--- config.mk ---
export PLATFORM = sky130hd
export DESIGN_NAME = pipe_ctrl_flat
export DESIGN_NICKNAME = d
export VERILOG_FILES = /design/src/rtl/pipe_ctrl_if.sv /design/src/rtl/pipe_ctrl.sv /design/src/flat_wrapper.sv
export SDC_FILE = /design/constraint.sdc
export NUM_CORES = 1
export LEC_CHECK = 0
export ABC_AREA = 1
export BUFFER_PORTS_ARGS = -buffer_cell sky130_fd_sc_hd__buf_2
export CAP_MARGIN = 20
export CORE_ASPECT_RATIO = 0.5
export CORE_MARGIN = 2
export CORE_UTILIZATION = 43
export DETAILED_ROUTE_END_ITERATION = 16
export GPL_ROUTABILITY_DRIVEN = 0
export PLACE_DENSITY = 0.87
export SYNTH_ARGS = -nofsm -noshare
export SYNTH_HDL_FRONTEND = slang
export SYNTH_SLANG_ARGS = --single-unit
--- constraint.sdc ---
create_clock -name clk -period 3.5 [get_ports clk]
set_input_delay 0.175 -clock clk [delete_from_list [all_inputs] [get_ports clk]]
set_output_delay 0.175 -clock clk [all_outputs]
set_load 0.01 [all_outputs]
--- src/rtl/pipe_ctrl_if.sv ---
// Handshake bundle between the hazard/EX side and the pipeline stall/flush scheduler.
interface pipe_ctrl_if #(
    parameter int unsigned ADDR_W = 32
);
    localparam int unsigned CNT_W = 32;

    logic              load_use_nop;
    logic              jump_en;
    logic [ADDR_W-1:0] jump_addr;
    logic              mc_start;
    logic              mc_done;
    logic              mem_wait;

    logic              pc_hold;
    logic              if_id_hold;
    logic              if_id_flush;
    logic              id_ex_hold;
    logic              id_ex_flush;
    logic              ex_mem_hold;
    logic              ex_mem_flush;
    logic              redirect_en;
    logic [ADDR_W-1:0] redirect_addr;
    logic              mc_timeout;
    logic [CNT_W-1:0]  stall_cnt;

    // Pipeline side: raises hazards, consumes the stage controls.
    modport master (
        output load_use_nop, jump_en, jump_addr, mc_start, mc_done, mem_wait,
        input  pc_hold, if_id_hold, if_id_flush, id_ex_hold, id_ex_flush,
               ex_mem_hold, ex_mem_flush, redirect_en, redirect_addr,
               mc_timeout, stall_cnt
    );

    // Scheduler side.
    modport slave (
        input  load_use_nop, jump_en, jump_addr, mc_start, mc_done, mem_wait,
        output pc_hold, if_id_hold, if_id_flush, id_ex_hold, id_ex_flush,
               ex_mem_hold, ex_mem_flush, redirect_en, redirect_addr,
               mc_timeout, stall_cnt
    );
endinterface

--- src/rtl/pipe_ctrl.sv ---
// Stall/flush scheduler for the 5-stage integer pipeline.
// Merges load-use, EX jump, multicycle busy and data-bus wait into per-stage
// hold/flush controls plus one PC redirect. Controls are Mealy (zero latency).
// Optional build macro PIPE_CTRL_PERF_EN: adds the pc_hold cycle counter on stall_cnt.
module pipe_ctrl #(
    parameter int unsigned ADDR_W       = 32,
    parameter int unsigned FLUSH_CYCLES = 1,
    parameter int unsigned MC_TIMEOUT   = 64
) (
    input  logic       clk,
    input  logic       rst_n,
    pipe_ctrl_if.slave bus
);
    localparam int unsigned MC_W  = $clog2(MC_TIMEOUT);
    localparam int unsigned RD_W  = 2;
    localparam int unsigned CNT_W = 32;

    localparam logic [MC_W-1:0] MC_LAST = MC_W'(MC_TIMEOUT - 1);
    localparam logic [RD_W-1:0] RD_LOAD = RD_W'(FLUSH_CYCLES);

    typedef enum logic [1:0] {
        RUN     = 2'd0,
        MC_WAIT = 2'd1,
        REDIR   = 2'd2
    } state_e;

    state_e            state_q, state_d;
    logic [MC_W-1:0]   mc_cnt_q, mc_cnt_d;
    logic [RD_W-1:0]   rd_cnt_q, rd_cnt_d;

    logic              pc_hold_c;
    logic              if_id_hold_c;
    logic              if_id_flush_c;
    logic              id_ex_hold_c;
    logic              id_ex_flush_c;
    logic              ex_mem_hold_c;
    logic              ex_mem_flush_c;
    logic              redirect_en_c;
    logic [ADDR_W-1:0] redirect_addr_c;
    logic              mc_timeout_c;

    // State and counter registers; reset abandons any wait or redirect silently.
    always_ff @(posedge clk or negedge rst_n) begin
        if (!rst_n) begin
            state_q  <= RUN;
            mc_cnt_q <= '0;
            rd_cnt_q <= '0;
        end else begin
            state_q  <= state_d;
            mc_cnt_q <= mc_cnt_d;
            rd_cnt_q <= rd_cnt_d;
        end
    end

    // Next-state and stage controls; mem_wait freezes everything, outputs forced low in reset.
    always_comb begin
        state_d         = state_q;
        mc_cnt_d        = mc_cnt_q;
        rd_cnt_d        = rd_cnt_q;
        pc_hold_c       = 1'b0;
        if_id_hold_c    = 1'b0;
        if_id_flush_c   = 1'b0;
        id_ex_hold_c    = 1'b0;
        id_ex_flush_c   = 1'b0;
        ex_mem_hold_c   = 1'b0;
        ex_mem_flush_c  = 1'b0;
        redirect_en_c   = 1'b0;
        redirect_addr_c = '0;
        mc_timeout_c    = 1'b0;

        if (rst_n) begin
            if (bus.mem_wait) begin
                pc_hold_c     = 1'b1;
                if_id_hold_c  = 1'b1;
                id_ex_hold_c  = 1'b1;
                ex_mem_hold_c = 1'b1;
            end else begin
                case (state_q)
                    RUN: begin
                        if (bus.mc_start) begin
                            pc_hold_c      = 1'b1;
                            if_id_hold_c   = 1'b1;
                            id_ex_hold_c   = 1'b1;
                            ex_mem_flush_c = 1'b1;
                            mc_cnt_d       = '0;
                            state_d        = MC_WAIT;
                        end else if (bus.jump_en) begin
                            redirect_en_c   = 1'b1;
                            redirect_addr_c = bus.jump_addr;
                            if_id_flush_c   = 1'b1;
                            id_ex_flush_c   = 1'b1;
                            if (FLUSH_CYCLES != 0) begin
                                rd_cnt_d = RD_LOAD;
                                state_d  = REDIR;
                            end
                        end else if (bus.load_use_nop) begin
                            pc_hold_c     = 1'b1;
                            if_id_hold_c  = 1'b1;
                            id_ex_flush_c = 1'b1;
                        end
                    end
                    MC_WAIT: begin
                        if (bus.mc_done) begin
                            // Result advances into EX_MEM; done beats a same-cycle timeout.
                            state_d = RUN;
                        end else if (mc_cnt_q == MC_LAST) begin
                            mc_timeout_c   = 1'b1;
                            ex_mem_flush_c = 1'b1;
                            state_d        = RUN;
                        end else begin
                            pc_hold_c      = 1'b1;
                            if_id_hold_c   = 1'b1;
                            id_ex_hold_c   = 1'b1;
                            ex_mem_flush_c = 1'b1;
                            mc_cnt_d       = mc_cnt_q + MC_W'(1);
                        end
                    end
                    REDIR: begin
                        if_id_flush_c = 1'b1;
                        id_ex_flush_c = 1'b1;
                        if (bus.jump_en) begin
                            redirect_en_c   = 1'b1;
                            redirect_addr_c = bus.jump_addr;
                            rd_cnt_d        = RD_LOAD;
                        end else if (rd_cnt_q <= RD_W'(1)) begin
                            rd_cnt_d = '0;
                            state_d  = RUN;
                        end else begin
                            rd_cnt_d = rd_cnt_q - RD_W'(1);
                        end
                    end
                    default: begin
                        state_d = RUN;
                    end
                endcase
            end
        end
    end

    assign bus.pc_hold       = pc_hold_c;
    assign bus.if_id_hold    = if_id_hold_c;
    assign bus.if_id_flush   = if_id_flush_c;
    assign bus.id_ex_hold    = id_ex_hold_c;
    assign bus.id_ex_flush   = id_ex_flush_c;
    assign bus.ex_mem_hold   = ex_mem_hold_c;
    assign bus.ex_mem_flush  = ex_mem_flush_c;
    assign bus.redirect_en   = redirect_en_c;
    assign bus.redirect_addr = redirect_addr_c;
    assign bus.mc_timeout    = mc_timeout_c;

`ifdef PIPE_CTRL_PERF_EN
    logic [CNT_W-1:0] stall_cnt_q, stall_cnt_d;

    // Count every cycle the PC is held, bus-wait cycles included; wraps naturally.
    always_comb begin
        stall_cnt_d = stall_cnt_q;
        if (pc_hold_c) begin
            stall_cnt_d = stall_cnt_q + CNT_W'(1);
        end
    end

    // Performance counter register, cleared only by reset.
    always_ff @(posedge clk or negedge rst_n) begin
        if (!rst_n) begin
            stall_cnt_q <= '0;
        end else begin
            stall_cnt_q <= stall_cnt_d;
        end
    end

    assign bus.stall_cnt = stall_cnt_q;
`else
    assign bus.stall_cnt = CNT_W'(0);
`endif
endmodule

--- src/flat_wrapper.sv ---
// flat-port wrapper written by rule: the top's interface ports become plain ports
module pipe_ctrl_flat 
#(
    parameter int unsigned ADDR_W       = 32,
    parameter int unsigned FLUSH_CYCLES = 1,
    parameter int unsigned MC_TIMEOUT   = 64
)
  (clk, rst_n, bus_load_use_nop, bus_jump_en, bus_jump_addr, bus_mc_start, bus_mc_done, bus_mem_wait, bus_pc_hold, bus_if_id_hold, bus_if_id_flush, bus_id_ex_hold, bus_id_ex_flush, bus_ex_mem_hold, bus_ex_mem_flush, bus_redirect_en, bus_redirect_addr, bus_mc_timeout, bus_stall_cnt);
  pipe_ctrl_if #(.ADDR_W(ADDR_W)) bus_i ();
  input  logic clk;
  input  logic rst_n;
  input wire logic [$bits(bus_i.load_use_nop)-1:0] bus_load_use_nop;
  input wire logic [$bits(bus_i.jump_en)-1:0] bus_jump_en;
  input wire logic [$bits(bus_i.jump_addr)-1:0] bus_jump_addr;
  input wire logic [$bits(bus_i.mc_start)-1:0] bus_mc_start;
  input wire logic [$bits(bus_i.mc_done)-1:0] bus_mc_done;
  input wire logic [$bits(bus_i.mem_wait)-1:0] bus_mem_wait;
  output wire logic [$bits(bus_i.pc_hold)-1:0] bus_pc_hold;
  output wire logic [$bits(bus_i.if_id_hold)-1:0] bus_if_id_hold;
  output wire logic [$bits(bus_i.if_id_flush)-1:0] bus_if_id_flush;
  output wire logic [$bits(bus_i.id_ex_hold)-1:0] bus_id_ex_hold;
  output wire logic [$bits(bus_i.id_ex_flush)-1:0] bus_id_ex_flush;
  output wire logic [$bits(bus_i.ex_mem_hold)-1:0] bus_ex_mem_hold;
  output wire logic [$bits(bus_i.ex_mem_flush)-1:0] bus_ex_mem_flush;
  output wire logic [$bits(bus_i.redirect_en)-1:0] bus_redirect_en;
  output wire logic [$bits(bus_i.redirect_addr)-1:0] bus_redirect_addr;
  output wire logic [$bits(bus_i.mc_timeout)-1:0] bus_mc_timeout;
  output wire logic [$bits(bus_i.stall_cnt)-1:0] bus_stall_cnt;
  assign bus_i.load_use_nop = bus_load_use_nop;
  assign bus_i.jump_en = bus_jump_en;
  assign bus_i.jump_addr = bus_jump_addr;
  assign bus_i.mc_start = bus_mc_start;
  assign bus_i.mc_done = bus_mc_done;
  assign bus_i.mem_wait = bus_mem_wait;
  assign bus_pc_hold = bus_i.pc_hold;
  assign bus_if_id_hold = bus_i.if_id_hold;
  assign bus_if_id_flush = bus_i.if_id_flush;
  assign bus_id_ex_hold = bus_i.id_ex_hold;
  assign bus_id_ex_flush = bus_i.id_ex_flush;
  assign bus_ex_mem_hold = bus_i.ex_mem_hold;
  assign bus_ex_mem_flush = bus_i.ex_mem_flush;
  assign bus_redirect_en = bus_i.redirect_en;
  assign bus_redirect_addr = bus_i.redirect_addr;
  assign bus_mc_timeout = bus_i.mc_timeout;
  assign bus_stall_cnt = bus_i.stall_cnt;
  pipe_ctrl #(.ADDR_W(ADDR_W), .FLUSH_CYCLES(FLUSH_CYCLES), .MC_TIMEOUT(MC_TIMEOUT)) u_core (.clk(clk), .rst_n(rst_n), .bus(bus_i));
endmodule
---- Word-level counts from Yosys, hierarchy flattened ----
Index checks and enable logic that the tools add are counted.
storage, ports and cells
  flip-flop bits (word level) ............. 10
  input port bits ......................... 39
  output and inout bits ................... 73
  logic and storage cells ................. 82
operators by class
  $add $sub $neg .......................... 2
  magnitude comparators ................... 1
  eq/ne operators ......................... 12
  multiplexer cells ....................... 57
  bitwise logic cells ..................... 1
  reduce and logical (&&, ||, !) cells .... 6
operator list
  cell                                                                               count
  32-bit 2-to-1 mux                                                                  4
  32-bit case mux with 2 select lines                                                1
  1-bit 2-to-1 mux                                                                   30
  2-bit 2-to-1 mux                                                                   10
  6-bit 2-to-1 mux                                                                   3
  2-bit inequality test (second input constant)                                      6
  1-bit case mux with 2 select lines                                                 6
  6-bit case mux with 2 select lines                                                 1
  6-bit AND reduction                                                                2
  6-bit by 1-bit adder with 6-bit output (second input constant)                     1
  6-bit equality test (second input constant)                                        1
  2-bit case mux with 3 select lines                                                 1
  5-bit AND reduction                                                                1
  2-bit case mux with 2 select lines                                                 1
  2-bit nonzero test                                                                 2
  3-bit by 2-bit inequality test with 1-bit output (second input constant)           1
  3-bit inequality test (second input constant)                                      1
  2-bit by 1-bit equality test with 1-bit output (second input constant)             1
  2-bit equality test (second input constant)                                        1
  2-bit by 1-bit less-or-equal comparator with 1-bit output (second input constant)  1
  2-bit logical NOT                                                                  1
  2-bit by 1-bit inequality test with 1-bit output (second input constant)           1
  2-bit by 1-bit subtractor with 2-bit output (second input constant)                1
  1-bit NOT                                                                          1

---- Longest topological paths before layout ----
  depth in word-level cells ............... 6
  mapped depth ............................ 9
  gate-level depth less buffers ........... 9

---- Worst setup path before layout ----
No wires, ideal clock.
  path kind ............................... reg-to-output
  start ................................... register u_core.mc_cnt_q[0]
  end ..................................... output port bus_pc_hold
  data arrival time ....................... 1375 ps
  data required time ...................... 3325 ps
  setup slack ............................. 1950 ps
  stages on the path, launching flop included .. 10
  path buffers ............................ 1
  cell sequence ........................... dfrtp_1 -> ha_1 -> nand2_1 -> nor2_1 -> nand2_1 -> nand2_2 -> o21ai_0 -> nor2_1 -> nor2_1 -> buf_4
between the ends
  cells in the longest elaborated chain, start to end .. 6
RTL lines
  item                                RTL line            source
  start, declared                     pipe_ctrl.sv:28     logic [MC_W-1:0] mc_cnt_q, mc_cnt_d;
  start signal, assigned              pipe_ctrl.sv:50     mc_cnt_q <= mc_cnt_d;
  6-bit equality test                 pipe_ctrl.sv:106    end else if (mc_cnt_q == MC_LAST) begin
  1-bit 2-to-1 mux (2 in a row)       --
  1-bit case mux with 2 select lines  --
  1-bit 2-to-1 mux (2 in a row)       --
  end, declared                       flat_wrapper.sv:18  output wire logic [$bits(bus_i.pc_hold)-1:0] bus_pc_hold;
No other way between the ends.

---- Final worst setup path ----
  start ................................... input port rst_n
  end ..................................... output port bus_redirect_addr[21]
between the ends
  cells in the longest elaborated chain, start to end .. 1
RTL lines
  item               RTL line            source
  start, declared    flat_wrapper.sv:11  input logic rst_n;
  32-bit 2-to-1 mux  pipe_ctrl.sv:71     if (rst_n) begin
  end, declared      flat_wrapper.sv:26  output wire logic [$bits(bus_i.redirect_addr)-1:0] bus_redirect_addr;
No other way between the ends.

==> qor.txt <==
Run status: finished, final reports clean
Setup TNS: 0 ns
Post-synthesis cell type count: 26
Clock power frac: 19.2%
Clock slew at reported path FFs: 0.04 ns
Initial antenna violation count: 0
Yosys warns: 0
CTS Buf Count: 3
Vias in the first global route: 1163
Vert. Die Dim: 44.0 microns
Fill count: 297
Root Driver: clkbuf_8
Worst path max stage delay: 0.52 ns
Layout Skew: 0.00856 ns
Avg Cell Area, Syn: 6.41 sq um
Global route overflow: 0
Lkg Pwr: 1.14 nW
Setup bufs post-CTS: 0
Startpoint Class: input port
Met1 Use GR: 17.9%
DRC: 0
Pwr dens: 356 nW/um^2
ANT cells: 0
Pre-antenna DRT Iters: 4
Core area: 3030 sq um
Vias: 1349
# resized after CTS: 0
Post-Layout Cell Count: 332
Initial DRC Count: 80
Seq pwr share: 31.5%
Clk_lat worst skew: 0.23 ns
Max IR drop VDD: 0.187 mV
Fin crit share: 67.4%
Max-slew headroom: 62.2%
Syn-to-layout area delta: 23.3%
Busiest layer in global routing: met2
H-tree depth: 1
Critical path, cell by cell: dlygate4sd3_1, buf_2, nand2_2, nor2_1, nand3_4, nor2_2, buf_2
Share of cells above drive strength 1: 42.5%
Die X: 84.0 microns
IO Pins: 112
DR vias/cell: 4.06
Sw frac: 46.6%
Largest net degree at the start of global routing: 34
Final Max Tran Viols: 0
Placed insts: 328
Internal: 0.323 mW
Sw power: 0.282 mW
Routing usage on met2: 28.7%
Worst setup path class: input port to primary output
Dpl hpwl: 2530 microns
Die ar.: 3700 sq um
Final nets: 334
Post-synthesis register bit count: 10
Fmax: 424 MHz
Mapped Cells: 215
DR WL/cell: 9.01 microns
Hold crit path type: input port to flip-flop
GR Util All Layers: 15.6%
Grt met3 use: 4.85%
Min Clock Period, post-route: 2.36 ns
Most used cell, CP: buf_2
FP Rows: 14
Comb power frac: 49.3%
Slew @ Worst Pin: 0.567 ns
Clock tree from TritonCTS: yes
I/O Buffers: 79
Crit path required time: 3.32 ns
First-pass GRT wire length: 4810 microns
Max-Cap Viols: 0
Mapped cell area: 1380 sq um
Maximum clock insertion buffer count: 2
R2r setup slk: 2.09 ns
RSZ-0062 raised after global routing: false
Final setup viols: 0
Routed WL: 2990 microns
Critical Path AT: 2.18 ns
Clock Sinks: 10
Worst Setup End Kind: primary output
Register area share after synthesis: 18.2%
Antenna viol nets, final: 0
Max FO, Critical Path: 33
Initial Utilization: 45.5%
Critical path's slowest cell: dlygate4sd3_1
Final hold vios: 0
[worst paths after layout]
path	startpoint	end	depth (start not counted)
max	rst_n	bus_redirect_addr[21]	7
min	bus_mc_start	u_core.state_q[0]	3
max reg2reg	u_core.mc_cnt_q[0]	u_core.mc_cnt_q[1]	6
min reg2reg	u_core.rd_cnt_q[1]	u_core.rd_cnt_q[1]	2
max in group asynchronous	rst_n	u_core.state_q[1]	2
min in group asynchronous	rst_n	u_core.mc_cnt_q[2]	2
[cell families (layout without fill, tap and decap cells)]
logic type	count (synthesis)	count (layout)	share of synthesized area, %
compound gates	11	11	5.09
xor+xnor	2	2	1.27
fa+ha+maj	1	1	0.908
buf+inv	88	134	35.2
flops	10	10	18.2
other cells	1	32	0.272
simple gates	102	102	39.1
[flip-flops by register name, summed over array words and instances (netlist names)]
name and count:
u_core.state_q 2, u_core.mc_cnt_q 6, u_core.rd_cnt_q 2
[power by group through the flow]
| stage | clock network, mW | logic (mW) | registers [mW] |
|---|---|---|---|
| floorplan | 0 | 0.273 | 0.168 |
| global placement | 0 | 0.288 | 0.190 |
| detailed placement | 0 | 0.298 | 0.192 |
| CTS | 0.119 | 0.300 | 0.190 |
| global route | 0.124 | 0.343 | 0.197 |
| finish | 0.116 | 0.298 | 0.191 |
[layout by cell type (no fill, tap or decap), drive strengths merged, types with 3 or more instances in the layout]
master / count
buf: 79
inv: 51
nor2: 48
nand2: 39
conb: 32
nand3: 11
dfrtp: 10
a21oi: 5
o21ai: 4
clkbuf: 3
[synth_stat cells]
master	count	share of area [%]
inv_1	49	13
nand2_1	34	9.3
buf_4	33	18
nor2_2	29	13
nor2_1	15	4.1
dfrtp_1	10	18
nand3_1	10	3.6
a21oi_1	4	1.5
buf_6	4	3.3
nand2_2	4	1.8
nor2_4	4	3.3
o21ai_0	4	1.5
inv_2	2	0.55
a21oi_4	1	1.2
a31oi_1	1	0.45
conb_1	1	0.27
ha_1	1	0.91
nand2_4	1	0.82
nand3_4	1	1.3
nand4_1	1	0.45
nor3_1	1	0.36
nor3b_1	1	0.55
nor4_1	1	0.45
o211ai_1	1	0.55
xnor2_1	1	0.64
xor2_1	1	0.64
[area by class of cell]
| class | count | area [sq um] | area share, % |
|---|---|---|---|
| Multi-Input combinational cell | 148 | 759 | 44.7 |
| Timing Repair Buffer | 80 | 405 | 23.9 |
| Sequential cell | 10 | 250 | 14.7 |
| Inverter | 51 | 191 | 11.3 |
| Tap cell | 40 | 50.0 | 2.95 |
| Clock buffer | 3 | 41.3 | 2.43 |
[what timing repair did]
item / in CTS / in global routing
endpoints found under the setup margin: 0 / 0
hold buffers: 1 / 0
endpoints found under the hold margin: 10 / 0
[metal layers]
metal / routed length (microns) / vias to the layer above
met5: 0 / -
li1: - / 716
met1: 1210 / 587
met2: 1550 / 44
met3: 215 / 2
met4: 21 / 0
[metrics by stage]
step | setup slack [ns] | power [mW] | hold WS, ns | util [%] | instance area, sq um
5_1_grt | 0.953 | 0.665 | 0.290 | 56.0 | 1700
4_1_cts | 1.11 | 0.609 | 0.276 | 56.0 | 1700
6_report | 1.14 | 0.604 | 0.280 | 56.0 | 1700
3_5_place_dp | 1.65 | 0.490 | 0.0758 | 54.3 | 1650
3_3_place_gp | 1.74 | 0.478 | 0.0620 | 54.3 | 1650
2_1_floorplan | 1.95 | 0.441 | -0.121 | - | 1490
[worst max-delay path: cells and delay by family]
| family | cells | cell delay [ns] |
|---|---|---|
| and+or+nand+nor | 4 | 1.04 |
| buffers and inverters | 3 | 0.95 |
Power figures use the tool's default switching activity.
